## config.mk

```make
export PLATFORM = sky130hd
export DESIGN_NAME = button_debounce_pulse
export DESIGN_NICKNAME = d
export VERILOG_FILES = /design/src/rtl/button_debounce_pulse.sv
export SDC_FILE = /design/constraint.sdc
export NUM_CORES = 1
export LEC_CHECK = 0
export CORE_UTILIZATION = 25
export CTS_CLUSTER_DIAMETER = 30
export DETAILED_ROUTE_END_ITERATION = 8
export GPL_ROUTABILITY_DRIVEN = 0
export SLEW_MARGIN = 10
export SYNTH_ARGS = -nofsm -noshare
export SYNTH_HDL_FRONTEND = slang
export SYNTH_SLANG_ARGS = --single-unit
```

## constraint.sdc

```tcl
create_clock -name CLK100MHZ -period 1.93 [get_ports CLK100MHZ]
set_input_delay 0.386 -clock CLK100MHZ [delete_from_list [all_inputs] [get_ports CLK100MHZ]]
set_output_delay 0.386 -clock CLK100MHZ [all_outputs]
set_load 0.01 [all_outputs]
```

## src/rtl/button_debounce_pulse.sv

```systemverilog
// button_debounce_pulse
// Conditions one raw, bouncing push-button input into a debounced level plus
// single-cycle press and release pulses, all on CLK100MHZ.
//
// Optional feature: define BTN_REPEAT_EN to compile in auto-repeat. While the
// button is held, press_pulse then fires again after REPEAT_DELAY_CYCLES and
// every REPEAT_PERIOD_CYCLES after that. Without the macro there is exactly
// one press_pulse per accepted press, and no repeat counter exists.
//
// CPU_RESETN is asserted asynchronously. Its deassertion is taken as already
// synchronous to CLK100MHZ, because the top level synchronizes it.
module button_debounce_pulse #(
    parameter int DEBOUNCE_CYCLES      = 1_000_000,
    parameter int CTR_W                = 20,
    parameter int REPEAT_DELAY_CYCLES  = 50_000_000,
    parameter int REPEAT_PERIOD_CYCLES = 10_000_000,
    parameter int RPT_W                = 26
) (
    input  logic CLK100MHZ,
    input  logic CPU_RESETN,
    input  logic btn_raw,
    output logic btn_level,
    output logic press_pulse,
    output logic release_pulse
);

    // Reject parameter sets that the counters cannot represent.
    if (DEBOUNCE_CYCLES < 2 ||
        longint'(DEBOUNCE_CYCLES) > ((longint'(1) << CTR_W) - 1)) begin : g_bad_debounce
        $error("button_debounce_pulse: DEBOUNCE_CYCLES out of range for CTR_W");
    end
    if (REPEAT_PERIOD_CYCLES < 1 || REPEAT_PERIOD_CYCLES > REPEAT_DELAY_CYCLES ||
        longint'(REPEAT_DELAY_CYCLES) > ((longint'(1) << RPT_W) - 1)) begin : g_bad_repeat
        $error("button_debounce_pulse: repeat timing out of range for RPT_W");
    end

    typedef enum logic [1:0] {
        IDLE        = 2'd0,
        ARM_PRESS   = 2'd1,
        HELD        = 2'd2,
        ARM_RELEASE = 2'd3
    } state_t;

    localparam logic [CTR_W-1:0] CTR_LAST = CTR_W'(DEBOUNCE_CYCLES - 1);

    logic [1:0]       sync_reg;
    logic             s2;
    state_t           state_reg;
    state_t           state_next;
    logic [CTR_W-1:0] ctr_reg;
    logic [CTR_W-1:0] ctr_next;
    logic             ctr_at_last;
    logic             level_reg;
    logic             level_next;
    logic             press_reg;
    logic             press_next;
    logic             release_reg;
    logic             release_next;

    // Two-flop synchronizer for the asynchronous button input.
    always_ff @(posedge CLK100MHZ or negedge CPU_RESETN) begin
        if (!CPU_RESETN) begin
            sync_reg <= 2'b00;
        end else begin
            sync_reg <= {sync_reg[0], btn_raw};
        end
    end

    assign s2          = sync_reg[1];
    assign ctr_at_last = (ctr_reg == CTR_LAST);

    // State register together with the debounce counter and the registered outputs.
    always_ff @(posedge CLK100MHZ or negedge CPU_RESETN) begin
        if (!CPU_RESETN) begin
            state_reg   <= IDLE;
            ctr_reg     <= '0;
            level_reg   <= 1'b0;
            press_reg   <= 1'b0;
            release_reg <= 1'b0;
        end else begin
            state_reg   <= state_next;
            ctr_reg     <= ctr_next;
            level_reg   <= level_next;
            press_reg   <= press_next;
            release_reg <= release_next;
        end
    end

    // Next-state logic: a change is accepted only after the synchronized input
    // has held the new value for DEBOUNCE_CYCLES consecutive cycles.
    always_comb begin
        state_next = state_reg;
        ctr_next   = ctr_reg;
        case (state_reg)
            IDLE: begin
                if (s2) begin
                    state_next = ARM_PRESS;
                    ctr_next   = '0;
                end
            end
            ARM_PRESS: begin
                if (!s2) begin
                    state_next = IDLE;
                    ctr_next   = '0;
                end else if (ctr_at_last) begin
                    state_next = HELD;
                    ctr_next   = '0;
                end else begin
                    ctr_next = ctr_reg + CTR_W'(1);
                end
            end
            HELD: begin
                if (!s2) begin
                    state_next = ARM_RELEASE;
                    ctr_next   = '0;
                end
            end
            ARM_RELEASE: begin
                if (s2) begin
                    state_next = HELD;
                    ctr_next   = '0;
                end else if (ctr_at_last) begin
                    state_next = IDLE;
                    ctr_next   = '0;
                end else begin
                    ctr_next = ctr_reg + CTR_W'(1);
                end
            end
            default: begin
                state_next = IDLE;
                ctr_next   = '0;
            end
        endcase
    end

`ifdef BTN_REPEAT_EN
    localparam logic [RPT_W-1:0] RPT_LAST   = RPT_W'(REPEAT_DELAY_CYCLES - 1);
    localparam logic [RPT_W-1:0] RPT_RELOAD = RPT_W'(REPEAT_DELAY_CYCLES - REPEAT_PERIOD_CYCLES);

    logic [RPT_W-1:0] rpt_reg;
    logic [RPT_W-1:0] rpt_next;
    logic             rpt_fire;

    // Repeat counter register.
    always_ff @(posedge CLK100MHZ or negedge CPU_RESETN) begin
        if (!CPU_RESETN) begin
            rpt_reg <= '0;
        end else begin
            rpt_reg <= rpt_next;
        end
    end

    // Repeat timing: counts only while HELD persists, freezes during a release
    // qualification so a bounce back to HELD resumes where it left off, and
    // clears whenever the button is (or becomes) idle. Reloading to
    // DELAY-PERIOD makes later repeats arrive one PERIOD apart.
    always_comb begin
        rpt_next = rpt_reg;
        rpt_fire = 1'b0;
        case (state_reg)
            IDLE: begin
                rpt_next = '0;
            end
            ARM_PRESS: begin
                if (s2 && ctr_at_last) begin
                    rpt_next = '0;
                end
            end
            HELD: begin
                if (s2) begin
                    if (rpt_reg == RPT_LAST) begin
                        rpt_fire = 1'b1;
                        rpt_next = RPT_RELOAD;
                    end else begin
                        rpt_next = rpt_reg + RPT_W'(1);
                    end
                end
            end
            ARM_RELEASE: begin
                if (!s2 && ctr_at_last) begin
                    rpt_next = '0;
                end
            end
            default: begin
                rpt_next = '0;
            end
        endcase
    end
`endif

    // Output logic: the level follows accepted transitions, and each pulse is
    // asserted for the single cycle after its acceptance edge.
    always_comb begin
        level_next   = level_reg;
        press_next   = 1'b0;
        release_next = 1'b0;
        case (state_reg)
            ARM_PRESS: begin
                if (s2 && ctr_at_last) begin
                    level_next = 1'b1;
                    press_next = 1'b1;
                end
            end
            ARM_RELEASE: begin
                if (!s2 && ctr_at_last) begin
                    level_next   = 1'b0;
                    release_next = 1'b1;
                end
            end
            default: begin
                level_next = level_reg;
            end
        endcase
`ifdef BTN_REPEAT_EN
        if (rpt_fire) begin
            press_next = 1'b1;
        end
`endif
    end

    assign btn_level     = level_reg;
    assign press_pulse   = press_reg;
    assign release_pulse = release_reg;

endmodule

```

==> out/metrics.yaml, run 1 <==
outcome:
  status: "finished, final reports clean"
clocking:
  ctsHoldBuffers: 0
  cts_buffers: 3
  clock_sinks: 27
  cts.htree.levels: 1
  cts.clk_slew.worst_paths_ns: 0.10
  cts_tree: "built"
  clock_latency_ns: 0.27
  clock-root-buffer: "clkbuf_8"
  cts_max_path_buffers: 2
global_route:
  grt_use_total_pct: 11.7
  grt_max_degree: 28
  antenna_found_initial: 0
  grt_pass1_wl_um: 4850
  grt-ovfl-total: 0
  grt_pass1_vias: 1028
route:
  wl_um: 2730
  post-route-drc-count: 0
  drtPass1Iterations: 4
  via_count: 1004
  wire_per_inst_um: 12.0
  viasPerCell: 4.40
  drt_iter0_drc: 45
  ant_nets: 0
placement:
  dpl_cell_area_um2: 1560
  dpl.hpwl_um: 1940
  io_buffers: 5
  place_inst: 222
synthesis:
  synth_top_area_cell: "dfrtp_1"
  syn_inst: 133
  netlist_area_um2: 1320
  synth-edff-count: 0
  synth-seq-cells: 27
  yosys.area.top_type_share_pct: 51.2
  syn-num-nets: 137
  yosysSeqAreaShare_pct: 51.2
  synth_ff_type: "dfrtp_1"
  yosysUniqueCellTypes: 34
  yosysWarningCount: 0
  synthArstFlopShare_pct: 100
  synth_area_leaders: "dfrtp_1 (51%), xnor2_1 (5.3%), nor2_1 (4.8%)"
  syn_avg_cell_area_um2: 9.92
cells_and_area:
  diodes: 0
  syn2layout_area_growth_pct: 24.1
  fin_area_um2: 1640
  drive_above_1_share_pct: 19.0
  largest_register_ffs: 20
  final_cell_count_no_fill: 228
  finalNetCount: 163
timing:
  slew_headroom_pct: 69.9
  period_share_pct: 98.9
  hold_violations: 0
  tightest_slew_ns: 0.448
  rsz0062_at_grt: "yes"
  fin_crit_ns: 1.91
  fin_tns_setup_ns: 0
  whs_ns: 0.357
  skew_ns: 0.00574
  setup_viol: 0
  final_max_slew_viol_count: 0
  max_freq_ghz: 0.524
floorplan:
  ios: 6
  coreArea_um2: 5110
  start_util_pct: 25.8
  rows: 26
  die_w_um: 74.7
  dieArea_um2: 5570
  die_height_um: 74.7
power:
  power.total_w: 0.00116
  power.density_nw_per_um2: 706
  ir_drop_mv: 0.318
  p_leak_nw: 0.695
worst_setup_path:
  r2r_end: "ctr_reg[18]"
  rr_worst_depth: 5
  worstSetupStartpointType: "flop"
  r2r_setup_slack_ns: 0.02
  worst_ep_required_time_ns: 2.13
  crit_path_end_kind: "flop"
  crit_type: "flop to flop"
  critPathArrivalTime_ns: 2.11
  cp_max_fo: 3
  r2r-start: "ctr_reg[11]"
min_path:
  worstHoldPathType: "flop to flop"
  worstHoldEndpoint: "sync_reg[1]"
  min_path_cells: 0
  hold_path_startpoint: "sync_reg[0]"
job:
  drv_cap: 0
worst max-delay path: stages (launching register included):
cell and delay, ns:
dfrtp_1 0.43, nand4_2 0.14, or3_4 0.40, or4_4 0.49, or3_1 0.31, o21ai_1 0.08
report_power, final:
group / internal [W] / leakage [nW] / switching (W)
logic: 0.0000746 / 0.301 / 0.000133
registers: 0.000597 / 0.369 / 0.0000249
clock network: 0.000145 / 0.0255 / 0.000181
total: 0.000816 / 0.695 / 0.000340
cell type report:
type | instances | area (um2)
inverters | 5 | 18.8
clock inverters | 1 | 5.00
fillers | 548 | 3470
multi-input cells | 99 | 624
flip-flops and latches | 27 | 676
well taps | 70 | 87.6
repair buffers | 23 | 185
clock buffers | 3 | 41.3
cells in the mapped netlist (2+ instances only):
cell type,instances
a21oi_1,6
and2_1,3
and3_1,2
dfrtp_1,27
inv_1,5
nand2_1,12
nand3_1,7
nand4_1,4
nand4_2,2
nor2_1,17
nor3_1,7
o21ai_0,5
or4_1,2
xnor2_1,8
xor2_1,7
metal layers:
metal  part of all wire (%)  vias up  GRT usage, %
met3                    2.6        4          2.01
met1                     51      474          16.3
met2                     44       16          17.7
met5                      0        -             0
met4                    1.7        0          5.03
li1                       -      510             -
cell families (layout without fill, tap and decap cells):
kind of cell | after synthesis | in the layout | share of synthesized area (%)
AND/OR/NAND/NOR | 63 | 63 | 25.4
flip-flops | 27 | 27 | 51.2
AO/OA/AOI/OAI | 18 | 18 | 8.25
XOR/XNOR | 15 | 15 | 9.95
buffers and inverters | 7 | 32 | 2.65
multiplexers | 2 | 2 | 1.61
adder cells (fa/ha/maj) | 1 | 1 | 0.948
per-stage QoR:
| stage | utilization, % | setup slack, ns |
|---|---|---|
| floorplan | - | 0.136 |
| global placement | 30.6 | 0.0244 |
| detailed placement | 30.6 | -0.0185 |
| CTS | 31.7 | 0.00679 |
| global route | 32.1 | -0.0786 |
| finish | 32.1 | 0.0210 |
layout by cell type (no fill, tap or decap), types with 2 or more instances in the layout:
master,synthesis,final
a21oi_1,6,6
and2_1,3,3
and3_1,2,2
buf_4,0,18
clkbuf_8,0,3
clkdlybuf4s50_1,0,5
dfrtp_1,27,27
inv_1,5,5
nand2_1,12,12
nand3_1,7,7
nand4_1,4,4
nand4_2,2,2
nor2_1,17,17
nor3_1,7,6
o21ai_0,5,5
or4_4,1,2
xnor2_1,8,8
xor2_1,7,7
worst max-delay path by stage:
stage,from,endpoint,slack (ns),depth (start not counted)
after global routing,ctr_reg[10],ctr_reg[18],-0.08,5
after global placement,ctr_reg[11],btn_level,0.02,4
after CTS,ctr_reg[10],ctr_reg[18],0.007,5
after detailed placement,ctr_reg[11],btn_level,-0.02,4
after floorplan,ctr_reg[10],ctr_reg[18],0.14,5
final,ctr_reg[11],ctr_reg[18],0.02,5
what timing repair did:
action	in CTS	in global routing
setup endpoints to repair	2	20
pin swaps	0	1
gates resized for setup	1	2
buffers inserted	1	1
Power figures use the tool's default switching activity.
==> run 2, diff against run 1 <==
--- a/config.mk
+++ b/config.mk
@@ -5,7 +5,7 @@
 export SDC_FILE = /design/constraint.sdc
 export NUM_CORES = 1
 export LEC_CHECK = 0
-export CORE_UTILIZATION = 25
+export CORE_UTILIZATION = 45
 export CTS_CLUSTER_DIAMETER = 30
 export DETAILED_ROUTE_END_ITERATION = 8
 export GPL_ROUTABILITY_DRIVEN = 0
==> out/metrics.yaml, run 2 (synthesis results as in run 1) <==
cells_and_area:
  final_cell_count_no_fill: 187  # was 228
  final_cell_mix: "dfrtp_1 (27), nor2_1 (17), buf_4 (16), nand2_1 (12)"  # was dfrtp_1 (27), buf_4 (18), nor2_1 (17), nand2_1 (12), xnor2_1 (8)
  finalNetCount: 161  # was 163
  fin_area_um2: 1560  # was 1640 um2
  diodes: 0  # unchanged
  final_common_cell: "dfrtp_1"  # unchanged
  drive_above_1_share_pct: 18.6  # was 19.0%
  largest_register_ffs: 20  # unchanged
  syn2layout_area_growth_pct: 18.4  # was 24.1%
global_route:
  grt-ovfl-total: 0  # unchanged
  antenna_found_initial: 0  # unchanged
  grt_use_total_pct: 18.3  # was 11.7%
  grt_max_degree: 28  # unchanged
  grt_pass1_vias: 998  # was 1,028
  grt_pass1_wl_um: 4510  # was 4850 um
job:
  drv_cap: 0  # unchanged
worst_setup_path:
  cp-startpoint: "ctr_reg[10]"  # was ctr_reg[11]
  worstSetupStartpointType: "flop"  # unchanged
  crit_path_end_kind: "flop"  # unchanged
  crit_type: "flop to flop"  # unchanged
  cp_max_fo: 4  # was 3
  r2r-start: "ctr_reg[10]"  # was ctr_reg[11]
  worst_ep_required_time_ns: 2.18  # was 2.13 ns
  critPathArrivalTime_ns: 2.15  # was 2.11 ns
floorplan:
  rows: 19  # was 26
  coreArea_um2: 2760  # was 5110 um2
  dieArea_um2: 3150  # was 5570 um2
  die_height_um: 56.2  # was 74.7 um
  start_util_pct: 47.9  # was 25.8%
  die_w_um: 56.2  # was 74.7 um
  ios: 6  # unchanged
timing:
  tightest_slew_ns: 0.340  # was 0.448 ns
  setup_viol: 0  # unchanged
  fin_tns_setup_ns: 0  # unchanged
  rsz0062_at_grt: "yes"  # unchanged
  period_share_pct: 98.5  # was 98.9%
  hold_violations: 0  # unchanged
  skew_ns: 0.00731  # was 0.00574 ns
  slew_headroom_pct: 77.4  # was 69.9%
  fin_crit_ns: 1.90  # was 1.91 ns
  final_max_slew_viol_count: 0  # unchanged
  max_freq_ghz: 0.526  # was 0.524 GHz
clocking:
  clock-root-buffer: "clkbuf_4"  # was clkbuf_8
  ctsHoldBuffers: 0  # unchanged
  clock_latency_ns: 0.31  # was 0.27 ns
  clock_sinks: 27  # unchanged
  cts.clk_slew.worst_paths_ns: 0.14  # was 0.10 ns
  cts_max_path_buffers: 2  # unchanged
  cts_tree: "built"  # unchanged
  cts_buffers: 3  # unchanged
  cts.htree.levels: 1  # unchanged
power:
  p_leak_nw: 0.687  # was 0.695 nW
  ir_drop_mv: 0.484  # was 0.318 mV
  power.density_nw_per_um2: 676  # was 706 nW/um2
route:
  wire_per_inst_um: 13.7  # was 12.0 um
  ant_nets: 0  # unchanged
  drtPass1Iterations: 4  # unchanged
  drt_iter0_drc: 37  # was 45
  wl_um: 2560  # was 2730 um
  viasPerCell: 5.27  # was 4.40
  via_count: 986  # was 1,004
  post-route-drc-count: 0  # unchanged
placement:
  dpl_cell_area_um2: 1500  # was 1560 um2
  io_buffers: 5  # unchanged
  place_inst: 181  # was 222
  dpl.hpwl_um: 1870  # was 1940 um
min_path:
  worstHoldPathType: "flop to flop"  # unchanged
  hold_path_startpoint: "sync_reg[0]"  # unchanged
outcome:
  status: "finished, final reports clean"  # unchanged
[run 2: cell count changes in the layout (fill, tap and decap cells not counted), sizes merged]
| cell | change |
|---|---|
| buf | -2 |
[run 2: per-layer routing]
layer	track usage, %	wire length, um
met3	3.02	57
met4	5.23	18
met2	28.9	1190
met1	26.1	1300
met5	0	0
[run 2: path summary, 6_finish.rpt]
check	to	slack, ns	cells past startpoint
setup / recovery	ctr_reg[18]	0.03	5
hold / removal	sync_reg[1]	0.37	0
hold reg to reg	sync_reg[1]	0.37	0
min in group asynchronous	btn_level	0.41	2
max in group asynchronous	ctr_reg[3]	1.26	2
setup reg to reg	ctr_reg[18]	0.03	5
[run 2: area by class of cell]
type / count / area, um2
repair buffers: 21 / 170
fillers: 249 / 1190
clock inverters: 1 / 5.00
well taps: 31 / 38.8
clock buffers: 3 / 22.5
flip-flops and latches: 27 / 676
inverters: 5 / 18.8
multi-input cells: 99 / 632
[run 2: critical path, cell delays in order (launching register included)]
cell and delay (ns):
dfrtp_1 0.43, nand4_2 0.12, or3_4 0.40, or4_4 0.48, or3_1 0.32, o21ai_1 0.08
[run 2: power by group]
group | internal, W | switching, W | total, W
clock | 0.0000774 | 0.000155 | 0.000232
sequential | 0.000597 | 0.0000251 | 0.000622
combinational | 0.0000679 | 0.000134 | 0.000202
[run 2: stage by stage]
| step | total power [W] | setup WS (ns) | hold WS (ns) | utilization (%) |
|---|---|---|---|---|
| after global routing | 0.00113 | -0.0611 | 0.384 | 56.7 |
| after detailed placement | 0.000829 | -0.0443 | 0.336 | 54.3 |
| after global placement | 0.000829 | 0.0174 | 0.333 | 54.3 |
| final | 0.00106 | 0.0286 | 0.366 | 56.7 |
| after CTS | 0.00107 | 0.0180 | 0.369 | 55.9 |
| after floorplan | 0.000769 | 0.136 | 0.0904 | - |
[run 2: repair_timing]
| item | 4_1_cts | 5_1_grt |
|---|---|---|
| resized for setup | 2 | 2 |
| setup buffers | 1 | 1 |
| endpoints found under the setup margin | 3 | 6 |
| hold endpoints to repair | 0 | 0 |
| pin swaps | 0 | 5 |
==> run 3, diff against run 2 <==
--- a/config.mk
+++ b/config.mk
@@ -6,7 +6,6 @@
 export NUM_CORES = 1
 export LEC_CHECK = 0
 export CORE_UTILIZATION = 45
-export CTS_CLUSTER_DIAMETER = 30
 export DETAILED_ROUTE_END_ITERATION = 8
 export GPL_ROUTABILITY_DRIVEN = 0
 export SLEW_MARGIN = 10
==> results of run 3 <==
No change in the layout: final DEF, timing and power equal those of run 2.
